## src/rtl/fcs_append_pkg.sv

```systemverilog
// Shared constants and types for the Ethernet FCS append block and its CRC helper.
// The reflected CRC-32 parameters match the receive-side checker.
package fcs_pkg;

   localparam logic [31:0] CRC_POLY   = 32'hEDB8_8320;
   localparam logic [31:0] CRC_INIT   = 32'hFFFF_FFFF;
   localparam logic [31:0] CRC_XOROUT = 32'hFFFF_FFFF;
   localparam int          FCS_BYTES  = 4;

   typedef enum logic [1:0] {
      IDLE,
      PASS,
      PAD,
      FCS
   } state_t;

   // One registered output beat.
   typedef struct packed {
      logic [7:0] data;
      logic       sof;
      logic       eof;
   } beat_t;

endpackage

```

## src/rtl/fcs_append_if.sv

```systemverilog
// Byte-stream bundle around fcs_append: upstream valid/ready in, downstream valid/ready out.
// The slave modport is the block's view; master is the surrounding environment.
interface fcs_append_if;

   logic       in_valid;
   logic       in_ready;
   logic       start_of_frame;
   logic       end_of_frame;
   logic [7:0] data_in;
   logic       out_valid;
   logic       out_ready;
   logic [7:0] data_out;
   logic       sof_out;
   logic       eof_out;

   modport slave (
      input  in_valid, start_of_frame, end_of_frame, data_in, out_ready,
      output in_ready, out_valid, data_out, sof_out, eof_out
   );

   modport master (
      output in_valid, start_of_frame, end_of_frame, data_in, out_ready,
      input  in_ready, out_valid, data_out, sof_out, eof_out
   );

endinterface

```

## src/rtl/fcs_append_crc32_next.sv

```systemverilog
// Combinational reflected CRC-32 step: one byte, LSB first, no final XOR.
// Also used by the receive-side checker, so it carries no state.
module crc32_next
   import fcs_pkg::*;
(
   input  logic [31:0] i_crc,
   input  logic [7:0]  i_data,
   output logic [31:0] o_crc
);

   logic [31:0] w_c;

   always_comb begin
      w_c = i_crc ^ {24'h0, i_data};
      for (int i = 0; i < 8; i++) begin
         w_c = w_c[0] ? ((w_c >> 1) ^ CRC_POLY) : (w_c >> 1);
      end
      o_crc = w_c;
   end

endmodule

```

## src/rtl/fcs_append.sv

```systemverilog
// Ethernet transmit FCS generator: passes a frame through, optionally zero-pads it to
// MIN_LEN bytes, then appends the 4-byte CRC-32, all behind a single output register.
module fcs_append
   import fcs_pkg::*;
#(
   parameter int PAD_ENABLE = 1,
   parameter int MIN_LEN    = 60,
   parameter int CNT_W      = 11
) (
   input logic         clk,
   input logic         reset,
   fcs_append_if.slave s
);

   localparam logic [CNT_W-1:0] MIN_CNT  = CNT_W'(MIN_LEN);
   localparam logic [CNT_W-1:0] CNT_MAX  = '1;
   localparam logic [1:0]       LAST_IDX = 2'(FCS_BYTES - 1);

   state_t           r_state;
   logic [31:0]      r_crc;
   logic [CNT_W-1:0] r_cnt;
   logic [1:0]       r_idx;
   logic             r_out_valid;
   beat_t            r_out;

   logic             w_ld;
   logic             w_in_ready;
   logic             w_acc;
   logic [31:0]      w_crc_in;
   logic [7:0]       w_byte;
   logic [31:0]      w_crc_nxt;
   logic [CNT_W-1:0] w_cnt_nxt;
   logic [31:0]      w_crc_sh;
   logic [7:0]       w_fcs_byte;
   logic             w_pad_next;
   state_t           w_after_eof;

   // The output register may take a new beat when empty or being drained this cycle.
   assign w_ld       = !r_out_valid || s.out_ready;
   assign w_in_ready = reset && w_ld && ((r_state == IDLE) || (r_state == PASS));
   assign w_acc      = s.in_valid && w_in_ready;

   // In IDLE the first byte always starts from the init value, whatever r_crc holds.
   assign w_crc_in  = (r_state == IDLE) ? CRC_INIT : r_crc;
   assign w_byte    = (r_state == PAD) ? 8'h00 : s.data_in;
   assign w_cnt_nxt = (r_state == IDLE) ? CNT_W'(1)
                    : ((r_cnt == CNT_MAX) ? r_cnt : r_cnt + 1'b1);

   crc32_next u_crc (
      .i_crc  (w_crc_in),
      .i_data (w_byte),
      .o_crc  (w_crc_nxt)
   );

   assign w_crc_sh   = r_crc >> {r_idx, 3'b000};
   assign w_fcs_byte = w_crc_sh[7:0] ^ CRC_XOROUT[7:0];

   // Pad decision is made on the count that includes the eof byte itself.
   assign w_pad_next  = (PAD_ENABLE != 0) && (w_cnt_nxt < MIN_CNT);
   assign w_after_eof = w_pad_next ? PAD : FCS;

   always_ff @(posedge clk) begin
      if (!reset) begin
         r_state     <= IDLE;
         r_crc       <= CRC_INIT;
         r_cnt       <= '0;
         r_idx       <= '0;
         r_out_valid <= 1'b0;
         r_out       <= '0;
      end else begin
         if (w_ld) begin
            r_out_valid <= 1'b0;
            r_out.sof   <= 1'b0;
            r_out.eof   <= 1'b0;
         end
         unique case (r_state)
            IDLE: begin
               // Beats without sof are dropped here: they belong to no frame.
               if (w_acc && s.start_of_frame) begin
                  r_out_valid <= 1'b1;
                  r_out       <= '{data: s.data_in, sof: 1'b1, eof: 1'b0};
                  r_crc       <= w_crc_nxt;
                  r_cnt       <= w_cnt_nxt;
                  r_idx       <= '0;
                  r_state     <= s.end_of_frame ? w_after_eof : PASS;
               end
            end
            PASS: begin
               if (w_acc) begin
                  r_out_valid <= 1'b1;
                  r_out       <= '{data: s.data_in, sof: 1'b0, eof: 1'b0};
                  r_crc       <= w_crc_nxt;
                  r_cnt       <= w_cnt_nxt;
                  r_idx       <= '0;
                  if (s.end_of_frame) r_state <= w_after_eof;
               end
            end
            PAD: begin
               if (w_ld) begin
                  r_out_valid <= 1'b1;
                  r_out       <= '{data: 8'h00, sof: 1'b0, eof: 1'b0};
                  r_crc       <= w_crc_nxt;
                  r_cnt       <= w_cnt_nxt;
                  if (w_cnt_nxt >= MIN_CNT) r_state <= FCS;
               end
            end
            FCS: begin
               if (w_ld) begin
                  r_out_valid <= 1'b1;
                  r_out       <= '{data: w_fcs_byte, sof: 1'b0, eof: (r_idx == LAST_IDX)};
                  r_idx       <= r_idx + 1'b1;
                  if (r_idx == LAST_IDX) r_state <= IDLE;
               end
            end
            default: r_state <= IDLE;
         endcase
      end
   end

   assign s.in_ready  = w_in_ready;
   assign s.out_valid = r_out_valid;
   assign s.data_out  = r_out.data;
   assign s.sof_out   = r_out.sof;
   assign s.eof_out   = r_out.eof;

endmodule
```

## src/flat_wrapper.sv

```systemverilog
// flat-port wrapper written by rule: the top's interface ports become plain ports
module fcs_append_flat import fcs_pkg::*;
#(
   parameter int PAD_ENABLE = 1,
   parameter int MIN_LEN    = 60,
   parameter int CNT_W      = 11
)
  (clk, reset, s_in_valid, s_start_of_frame, s_end_of_frame, s_data_in, s_out_ready, s_in_ready, s_out_valid, s_data_out, s_sof_out, s_eof_out);
  fcs_append_if s_i ();
  input logic clk;
  input logic reset;
  input wire logic [$bits(s_i.in_valid)-1:0] s_in_valid;
  input wire logic [$bits(s_i.start_of_frame)-1:0] s_start_of_frame;
  input wire logic [$bits(s_i.end_of_frame)-1:0] s_end_of_frame;
  input wire logic [$bits(s_i.data_in)-1:0] s_data_in;
  input wire logic [$bits(s_i.out_ready)-1:0] s_out_ready;
  output wire logic [$bits(s_i.in_ready)-1:0] s_in_ready;
  output wire logic [$bits(s_i.out_valid)-1:0] s_out_valid;
  output wire logic [$bits(s_i.data_out)-1:0] s_data_out;
  output wire logic [$bits(s_i.sof_out)-1:0] s_sof_out;
  output wire logic [$bits(s_i.eof_out)-1:0] s_eof_out;
  assign s_i.in_valid = s_in_valid;
  assign s_i.start_of_frame = s_start_of_frame;
  assign s_i.end_of_frame = s_end_of_frame;
  assign s_i.data_in = s_data_in;
  assign s_i.out_ready = s_out_ready;
  assign s_in_ready = s_i.in_ready;
  assign s_out_valid = s_i.out_valid;
  assign s_data_out = s_i.data_out;
  assign s_sof_out = s_i.sof_out;
  assign s_eof_out = s_i.eof_out;
  fcs_append #(.PAD_ENABLE(PAD_ENABLE), .MIN_LEN(MIN_LEN), .CNT_W(CNT_W)) u_core (.clk(clk), .reset(reset), .s(s_i));
endmodule
```

## config.mk

```make
export PLATFORM = sky130hd
export DESIGN_NAME = fcs_append_flat
export DESIGN_NICKNAME = d
export VERILOG_FILES = /design/src/rtl/fcs_append_pkg.sv /design/src/rtl/fcs_append_if.sv /design/src/rtl/fcs_append_crc32_next.sv /design/src/rtl/fcs_append.sv /design/src/flat_wrapper.sv
export SDC_FILE = /design/constraint.sdc
export NUM_CORES = 1
export LEC_CHECK = 0
export CAP_MARGIN = 20
export CORE_UTILIZATION = 34
export CTS_BUF_LIST = sky130_fd_sc_hd__clkbuf_4 sky130_fd_sc_hd__clkbuf_8
export CTS_CLUSTER_SIZE = 8
export DETAILED_ROUTE_END_ITERATION = 10
export SYNTH_ARGS = -nofsm -noshare
export SYNTH_HDL_FRONTEND = slang
export SYNTH_SLANG_ARGS = --single-unit
```

## constraint.sdc

```tcl
create_clock -name clk -period 2.7 [get_ports clk]
set_input_delay 0.54 -clock clk [delete_from_list [all_inputs] [get_ports clk]]
set_output_delay 0.54 -clock clk [all_outputs]
set_load 0.01 [all_outputs]
```

==> results.tsv <==
stage	metric	value	unit
placed_design	post-DP HPWL	6.868	mm
synth	number of register bits inferred by synthesis	58	
timing	setup violation total in the final timing report	0	
worst_setup_path	kind of end point of the critical path	primary output	
synth	most used flip-flop cell after synthesis	sky130_fd_sc_hd__dfxtp_1	
cells_and_area	Core Util, Final	0.4219	
worst_setup_path	Worst Reg-to-Reg Cells	8	
timing	achievable clock frequency	0.3869	GHz
global_route	overall routing resource usage	0.1770	
synth	fraction of registers with async set or reset after synthesis	0	
global_route	number of global-route vias before repair	3111	
floorplanning	initial standard-cell utilization of the core	0.3515	
clocking	depth of the CTS H-tree	3	
cells_and_area	# diodes	0	
worst_setup_path	Worst setup SP type	register	
detailed_routing	total number of vias	3223	
floorplanning	I/O pin count	26	
synth	per-instance average area after synthesis	8.676	um^2
global_route	wire length of the first global-routing pass	15.71	mm
cells_and_area	net total in the final layout	502	
detailed_routing	Routed Antenna Nets	0	
power_and_ir_drop	sequential group share of total power	0.238	
worst_setup_path	R2R setup slack	0.15	ns
worst_setup_path	FF-to-FF Start	u_core.r_cnt[0]	
synth	count of warnings emitted by yosys	0	
clocking	TritonCTS buffer count	9	
timing	actual slew at the worst max-slew pin	0.4836	ns
synth	part of the Yosys area used for sequential elements	0.3021	
synth	mapped cell area	0.003844	mm^2
cells_and_area	fraction of final layout cells with drive strength greater than 1	0.1745	
global_route	GRT Residual Overflow	0	
synth	EDFF count, synth	0	
power_and_ir_drop	Static Leak	1.836	nW
detailed_routing	Detailed Route Iter0 Violations	288	
power_and_ir_drop	net switching share of the total power	0.4151	
power_and_ir_drop	Sw Pwr	2.195	mW
timing	final number of max-transition violations	0	
detailed_routing	via/cell ratio	5.140	
cells_and_area	Area growth syn-to-layout	20.02	%
power_and_ir_drop	cell internal pwr	3.094	mW
power_and_ir_drop	IR Drop Worst-Case VDD	0.4839	mV
detailed_routing	drt drc	0	
cells_and_area	count of placed standard cells in the final layout, fillers left out	627	
worst_setup_path	crit path DAT	2.04	ns
synth	Mapped Cells	443	
floorplanning	floorplan die width	108.3	um
worst_setup_path	largest fanout on the critical path	13	
min_path	class of the tightest hold or removal check	reg2reg	
timing	endpoints failing hold	0	
power_and_ir_drop	power density relative to cell area	1147	mW/mm^2
timing	share of the clock period used by the worst path	0.9572	
clocking	maximum clock insertion buffer count	2	
synth	Synth Net Count	463	
floorplanning	row cnt	38	
detailed_routing	aggregate routed wire length	9.671	mm
global_route	maximum number of pins on one net before global-route repair	71	
detailed_routing	number of iterations in the first detailed-routing pass	4	
floorplanning	standard cell core area	0.01094	mm^2
synth	Cell variety after synth	57	
clocking	TritonCTS clock tree	yes	
clocking	source-to-sink clock delay at the later pin of the worst-skew pair	0.36	ns
power_and_ir_drop	clock share of power	0.152	
run	Max Cap Violations	0	
placed_design	final weighted congestion of routability-driven global placement	0.8329	
floorplanning	vertical extent of the die	108.3	um
worst_setup_path	Req. time, crit path	2.16	ns
placed_design	dpl cells	610	
detailed_routing	routed length per instance	15.42	um
worst_setup_path	end of the worst register-to-register path	u_core.r_state[1]	
floorplanning	DIE AREA	0.01173	mm^2
outcome	status	completed	
cells_and_area	number of inserted filler cells in the final layout	1092	
timing	Rel. slew slack	0.6776	
global_route	antenna violations before repair	0	
placed_design	count of port buffers added during placement	25	
power_and_ir_drop	Design Power	5.289	mW
timing	time the final worst path needs with I/O delays and setup	2.585	ns
worst_setup_path	Worst setup endpoint	s_in_ready	
timing	Post-Route Skew	0.008123	ns
clocking	Clk pin slew, worst setup/hold paths	0.07	ns
worst_setup_path	launch point of the critical path	u_core.r_state[0]	
clocking	CTS Sinks	58	
clocking	cts hold-fix bufs	0	
clocking	root buf cell	sky130_fd_sc_hd__clkbuf_8	
worst_setup_path	class of the most critical setup path	reg2out	
power_and_ir_drop	share of total power in combinational logic	0.610	
## worst max-delay path: stages (launching register included)
cell and delay (ns):
sky130_fd_sc_hd__dfxtp_1 0.34, sky130_fd_sc_hd__inv_1 0.13, sky130_fd_sc_hd__ha_4 0.24, sky130_fd_sc_hd__buf_4 0.24, sky130_fd_sc_hd__nor2_1 0.09, sky130_fd_sc_hd__nor2_1 0.10
sky130_fd_sc_hd__clkdlybuf4s50_1 0.54
## cell usage after synthesis, types with 9 or more instances
master	n	area, um^2
sky130_fd_sc_hd__nand2_1	62	232.7
sky130_fd_sc_hd__dfxtp_1	58	1161
sky130_fd_sc_hd__nor2_1	51	191.4
sky130_fd_sc_hd__xnor2_1	43	376.6
sky130_fd_sc_hd__o211ai_1	37	277.8
sky130_fd_sc_hd__clkbuf_1	26	97.59
sky130_fd_sc_hd__xor2_1	20	175.2
sky130_fd_sc_hd__nor2b_1	11	68.82
sky130_fd_sc_hd__a21oi_1	9	45.04
## metal layers
layer	part of all wire	GRT usage
met5	0	0
met4	0.021	0.08494
met3	0.031	0.02471
met2	0.46	0.2862
met1	0.49	0.2317
## layout by cell type (no fill, tap or decap), types with 4 or more instances in the layout
master,count
sky130_fd_sc_hd__a21boi_0,6
sky130_fd_sc_hd__a21oi_1,9
sky130_fd_sc_hd__a31oi_1,8
sky130_fd_sc_hd__and3_1,6
sky130_fd_sc_hd__buf_4,35
sky130_fd_sc_hd__clkbuf_8,9
sky130_fd_sc_hd__clkdlybuf4s50_1,24
sky130_fd_sc_hd__clkinv_2,4
sky130_fd_sc_hd__dfxtp_1,58
sky130_fd_sc_hd__ha_1,4
sky130_fd_sc_hd__inv_1,8
sky130_fd_sc_hd__mux4_2,8
sky130_fd_sc_hd__nand2_1,62
sky130_fd_sc_hd__nand3_1,5
sky130_fd_sc_hd__nor2_1,51
sky130_fd_sc_hd__nor2b_1,9
sky130_fd_sc_hd__o211a_1,8
sky130_fd_sc_hd__o211ai_1,37
sky130_fd_sc_hd__o21ai_0,6
sky130_fd_sc_hd__xnor2_1,43
sky130_fd_sc_hd__xnor2_2,8
sky130_fd_sc_hd__xor2_1,20
## worst min path at each step
stage	cells after the start	from	end
final	2	u_core.r_crc[8]	u_core.r_crc[8]
after global routing	2	u_core.r_crc[19]	u_core.r_crc[19]
after CTS	2	u_core.r_crc[5]	u_core.r_crc[5]
after detailed placement	1	u_core.s.data_out[6]	u_core.s.data_out[6]
after global placement	1	u_core.s.data_out[7]	u_core.s.data_out[7]
after floorplan	2	u_core.r_state[0]	u_core.r_state[0]
## kinds of logic (layout without fill, tap and decap cells)
| group | Yosys count | count (layout) | share of synthesized area |
|---|---|---|---|
| compound gates | 96 | 96 | 0.1856 |
| xor+xnor | 78 | 78 | 0.2148 |
| buf+inv | 42 | 86 | 0.04622 |
| fa+ha+maj | 6 | 6 | 0.01953 |
| flops | 58 | 58 | 0.3021 |
| mux | 10 | 10 | 0.05208 |
| simple gates | 153 | 153 | 0.1797 |
## power groups by stage
stage	logic (mW)	registers, mW	clock network (mW)
after global routing	3.54	1.29	0.861
after CTS	3.19	1.26	0.827
after global placement	3.12	1.27	0
final	3.23	1.26	0.802
after floorplan	2.22	1.25	0
after detailed placement	3.16	1.28	0
## registers in the layout, summed over array words and instances, names as in the netlist
signal	flops
u_core.r_cnt	11
u_core.s.eof_out	1
u_core.r_crc	32
u_core.s.data_out	8
u_core.s.sof_out	1
u_core.s.out_valid	1
u_core.r_state	2
u_core.r_idx	2
## timing repair
action / 4_1_cts / 5_1_grt
buffers inserted: 0 / 1
endpoints found under the setup margin: 1 / 2
gates resized for setup: 1 / 4
## stage by stage
step | hold WS, ns | instance area, um^2 | worst slack [ns] | setup TNS (ns)
finish | 0.5012 | 4613 | 0.1155 | 0
global route | 0.5231 | 4613 | -0.009846 | -0.009846
CTS | 0.5039 | 4588 | 0.004275 | 0
detailed placement | 0.4913 | 4397 | -0.02426 | -0.02426
global placement | 0.4812 | 4397 | -0.02076 | -0.02076
floorplan | 0.4693 | 3844 | 0.2577 | 0
## layout make-up
cell class,instances,area (um^2),share of cell area
multi-input cells,343,2526,0.5476
flip-flops and latches,58,1161,0.2517
repair buffers,61,528.0,0.1145
well taps,140,175.2,0.03797
clock buffers,10,131.4,0.02848
clock inverters,6,57.56,0.01248
inverters,9,33.78,0.007323
Note: power is estimated with default switching activity, not from simulation.
